===== src/rtl/param_adder_accum.sv =====
// param_adder_accum: handshaked WIDTH-bit arithmetic core (ADD/SUB/ACC/DBL)
// with a running accumulator, optional saturation, raw carry/borrow
// reporting and a sticky overflow flag. One-entry registered output stage.
//
// Output stage state table:
//   state    | meaning
//   ---------+-------------------------------------------------------
//   ST_EMPTY | no unconsumed result, core accepts unconditionally
//   ST_FULL  | result/carry hold a result not yet taken downstream

module param_adder_accum #(
   parameter int   WIDTH       = 8,
   parameter logic SAT_DEFAULT = 1'b0
) (
   input  logic             clk,
   input  logic             rst_n,
   input  logic             in_valid,
   output logic             in_ready,
   input  logic [WIDTH-1:0] a,
   input  logic [WIDTH-1:0] b,
   input  logic [1:0]       mode,
   input  logic             sat_wr,
   input  logic             sat_val,
   input  logic             acc_clr,
   output logic             out_valid,
   input  logic             out_ready,
   output logic [WIDTH-1:0] result,
   output logic             carry,
   output logic             ovf_sticky
);

   localparam logic [1:0] MODE_ADD = 2'd0;
   localparam logic [1:0] MODE_SUB = 2'd1;
   localparam logic [1:0] MODE_ACC = 2'd2;
   localparam logic [1:0] MODE_DBL = 2'd3;

   localparam logic ST_EMPTY = 1'b0;
   localparam logic ST_FULL  = 1'b1;

   logic             state_q, state_d;
   logic [WIDTH-1:0] result_q, result_d;
   logic             carry_q, carry_d;
   logic             ovf_sticky_q, ovf_sticky_d;
   logic [WIDTH-1:0] acc_q, acc_d;
   logic             sat_en_q, sat_en_d;

   logic             accept;
   logic [WIDTH-1:0] acc_eff;
   logic [WIDTH:0]   sum_w;
   logic             raw_carry;
   logic [WIDTH-1:0] op_res;

   assign out_valid  = (state_q == ST_FULL);
   assign in_ready   = !out_valid || out_ready;
   assign accept     = in_valid && in_ready;
   assign result     = result_q;
   assign carry      = carry_q;
   assign ovf_sticky = ovf_sticky_q;

   // Datapath: WIDTH+1-bit arithmetic, raw carry/borrow, then optional clamp.
   // A same-cycle acc_clr makes the accumulate start from zero.
   always_comb begin
      acc_eff   = acc_clr ? '0 : acc_q;
      sum_w     = '0;
      raw_carry = 1'b0;
      case (mode)
         MODE_ADD: begin
            sum_w     = {1'b0, a} + {1'b0, b};
            raw_carry = sum_w[WIDTH];
         end
         MODE_SUB: begin
            sum_w     = {1'b0, a} - {1'b0, b};
            raw_carry = (a < b);
         end
         MODE_ACC: begin
            sum_w     = {1'b0, acc_eff} + {1'b0, a};
            raw_carry = sum_w[WIDTH];
         end
         default: begin
            sum_w     = {a, 1'b0};
            raw_carry = a[WIDTH-1];
         end
      endcase
      op_res = sum_w[WIDTH-1:0];
      if (sat_en_q && raw_carry) begin
         op_res = (mode == MODE_SUB) ? '0 : '1;
      end
   end

   // Next-state for the output stage, accumulator, sticky flag and sat enable.
   always_comb begin
      state_d      = state_q;
      result_d     = result_q;
      carry_d      = carry_q;
      acc_d        = acc_q;
      ovf_sticky_d = ovf_sticky_q;
      sat_en_d     = sat_en_q;

      if (accept) begin
         state_d  = ST_FULL;
         result_d = op_res;
         carry_d  = raw_carry;
      end else if (out_ready) begin
         state_d  = ST_EMPTY;
      end

      if (accept && (mode == MODE_ACC)) begin
         acc_d = op_res;
      end else if (acc_clr) begin
         acc_d = '0;
      end

      // A carrying accept wins over a simultaneous clear.
      if (accept && raw_carry) begin
         ovf_sticky_d = 1'b1;
      end else if (acc_clr) begin
         ovf_sticky_d = 1'b0;
      end

      if (sat_wr) begin
         sat_en_d = sat_val;
      end
   end

   // State registers with asynchronous active-low reset.
   always_ff @(posedge clk or negedge rst_n) begin
      if (!rst_n) begin
         state_q      <= ST_EMPTY;
         result_q     <= '0;
         carry_q      <= 1'b0;
         acc_q        <= '0;
         ovf_sticky_q <= 1'b0;
         sat_en_q     <= SAT_DEFAULT;
      end else begin
         state_q      <= state_d;
         result_q     <= result_d;
         carry_q      <= carry_d;
         acc_q        <= acc_d;
         ovf_sticky_q <= ovf_sticky_d;
         sat_en_q     <= sat_en_d;
      end
   end

endmodule

===== config.mk =====
export PLATFORM = sky130hd
export DESIGN_NAME = param_adder_accum
export DESIGN_NICKNAME = d
export VERILOG_FILES = /design/src/rtl/param_adder_accum.sv
export SDC_FILE = /design/constraint.sdc
export NUM_CORES = 1
export LEC_CHECK = 0
export ABC_AREA = 0
export CAP_MARGIN = 10
export CORE_MARGIN = 2
export CORE_UTILIZATION = 40
export CTS_BUF_LIST = sky130_fd_sc_hd__clkbuf_8 sky130_fd_sc_hd__clkbuf_16
export DETAILED_ROUTE_END_ITERATION = 16
export SLEW_MARGIN = 25
export SYNTH_ARGS = -nofsm -noshare
export SYNTH_HDL_FRONTEND = slang
export SYNTH_SLANG_ARGS = --single-unit

===== constraint.sdc =====
create_clock -name clk -period 6 [get_ports clk]
set_clock_uncertainty 0.2 [all_clocks]
set_input_delay 1.8 -clock clk [delete_from_list [all_inputs] [get_ports clk]]
set_output_delay 1.8 -clock clk [all_outputs]
set_load 0.05 [all_outputs]

==> results.txt <==
Outcome: completed
# clock sinks: 20
Largest net degree at the start of global routing: 21
Clock network power share: 0.238
Max clock buf depth: 2
Setup_tns: 0 ps
First-pass GRT wire length: 9.14 mm
Diodes inserted: 0
Sequential Power Share: 0.287
Sequential area share after synthesis: 0.220
Reg2reg setup slack: 3190 ps
Root buffer cell: clkbuf_8
DRC: 0
PwrDens: 206 mW/mm^2
DRT antenna net count: 0
RSZ-0062 raised after global routing: no
Clk_lat worst skew: 260 ps
Worst slew pin tran: 890 ps
Fmax achieved: 192 MHz
Post-route minimum period: 5220 ps
#FFs+latches synth: 20
Number of synthesized flops with an enable pin: 0
Max-cap violations: 0
Clock-pin slew of the registers on the worst-case setup and hold paths: 70 ps
Die height: 79.4 um
Yosys cell types: 66
Initial antenna violation count: 0
Pint: 0.350 mW
FP Rows: 27
Slew HR: 0.405
Endpoints failing setup: 0
Switching part of the total: 0.382
VDD IR max: 0.161 mV
Die width: 79.4 um
Vias in the first global route: 1896
Kind of launch point of the worst setup path: input port
Yosys warning total: 0
PnR Total Power: 0.566 mW
Most frequent cells in the layout: clkdlybuf4s50_1 (36), ha_1 (24), inv_1 (22), nor2_1 (21), dfrtp_1 (20)
Core box area: 0.00551 sq mm
Avg Vias per Cell: 5.37
Mapped Area: 0.00227 sq mm
Asr flop ratio synth: 1.00
Routed WL: 5.29 mm
Hold_buf cts: 0
Combinational fraction of design power: 0.475
Die area: 0.00631 sq mm
HP Class: reg -> reg
Port Buf Inserts: 36
Post-CTS Setup Repair Bufs: 0
Total GRT Usage: 0.182
CTS Buf Count: 3
DR WL/cell: 14.5 um
Nets: 347
Synthesized area per cell: 8.72 sq um
CP Capture Type: output pin
Initial Util: 0.413
Crit path required time: 4000 ps
Aggregate global routing overflow: 0
Fin. Hold Viols: 0
Maximum fanout along the worst path: 4
Ys flop type: dfrtp_1
TritonCTS clock tree: done
Commonest non-fill, non-tap cell in the layout: clkdlybuf4s50_1
H-tree lvl count: 1
Ports: 37
Pre-Repair DR Iteration Count: 4
Post-route clock period utilization: 0.870
Hpwl dp: 4.34 mm
Global placement routability congestion: 0.783
Psw: 0.216 mW
Via count: 1967
Synth-to-layout area growth: 20.9%
Crit Path Class: in -> out
1st-iter DRT viols: 81
Pins Over Slew Limit: 0
Post-CTS resize count: 0
Pleak: 1.18 nW
CP Data Arrival Time: 3220 ps
Mapped Nets: 313
Cells after Synth: 261
Share of layout cells above drive strength 1: 0.105
==> logic make-up (layout without fill, tap and decap cells) <==
logic type                 count (synthesis)  count (layout)  share of synthesized area
DFF                                       20              20                      0.220
adders and majority gates                 27              27                      0.158
buffers and inverters                     31              64                     0.0616
xor gates and xnor gates                   7               7                     0.0270
and+or+nand+nor                           87              87                      0.211
muxes                                      8               8                     0.0424
AOI/OAI and AO/OA                         81              81                      0.280
==> power groups by stage <==
| stage | Clock (mW) | Combinational, mW | Sequential, mW |
|---|---|---|---|
| 2_1_floorplan | 0 | 0.136 | 0.218 |
| 3_3_place_gp | 0 | 0.270 | 0.165 |
| 3_5_place_dp | 0 | 0.269 | 0.165 |
| 4_1_cts | 0.138 | 0.271 | 0.163 |
| 5_1_grt | 0.143 | 0.295 | 0.166 |
| 6_report | 0.135 | 0.269 | 0.162 |
==> path summary, 6_finish.rpt <==
check,cells past startpoint,from,end
max in group asynchronous,1,rst_n,acc_q[6]$_DFF_PN0_
min,2,carry$_DFFE_PN0P_,carry$_DFFE_PN0P_
max reg2reg,10,acc_q[0]$_DFF_PN0_,result[2]$_DFFE_PN0P_
min reg2reg,2,carry$_DFFE_PN0P_,carry$_DFFE_PN0P_
max,3,out_ready,in_ready
min in group asynchronous,1,rst_n,result[0]$_DFFE_PN0P_
==> cells in the mapped netlist (all sizes together), types with 8 or more instances <==
| cell | instances | area (sq um) |
|---|---|---|
| nand2b | 9 | 56.3 |
| ha | 24 | 300 |
| inv | 23 | 86.3 |
| nor2 | 22 | 90.1 |
| nor2b | 11 | 68.8 |
| a21oi | 14 | 85.1 |
| a211oi | 8 | 70.1 |
| nand2 | 20 | 82.6 |
| o21ai | 16 | 80.1 |
| dfrtp | 20 | 500 |
==> per-stage QoR <==
step / instance area (sq um) / std cells / setup slack (ps) / hold slack (ps) / utilization
after floorplan: 2270 / 261 / 1750 / 281 / -
after global placement: 2680 / 362 / 800 / 263 / 0.486
after detailed placement: 2680 / 362 / 784 / 271 / 0.486
after CTS: 2750 / 366 / 784 / 287 / 0.499
after global routing: 2750 / 366 / 710 / 334 / 0.499
final: 2750 / 366 / 779 / 287 / 0.499
==> state kept, by name, indices dropped and copies added, names as in the netlist <==
name,cells
acc_q,8
result,8
carry,1
out_valid,1
ovf_sticky,1
sat_en_q,1
==> area by class of cell <==
type,instances,area [sq um]
Fill cell,551,2760
Multi-Input combinational cell,210,1630
Sequential cell,20,500
Timing Repair Buffer,37,368
Tap cell,72,90.1
Inverter,23,86.3
Clock buffer,3,41.3
Clock inverter,1,30.0
==> worst max-delay path: stages <==
cell and delay [ps]:
clkdlybuf4s50_1 440, nand2b_1 160, clkdlybuf4s50_1 820
==> layer usage <==
metal / vias to the layer above / part of all wire / global-route usage
met4: 0 / 0.0077 / 0.0259
met2: 47 / 0.45 / 0.290
met5: - / 0 / 0
met1: 910 / 0.50 / 0.269
met3: 4 / 0.035 / 0.0260
li1: 1006 / - / -
No activity file was read; power rests on OpenSTA's default activity.
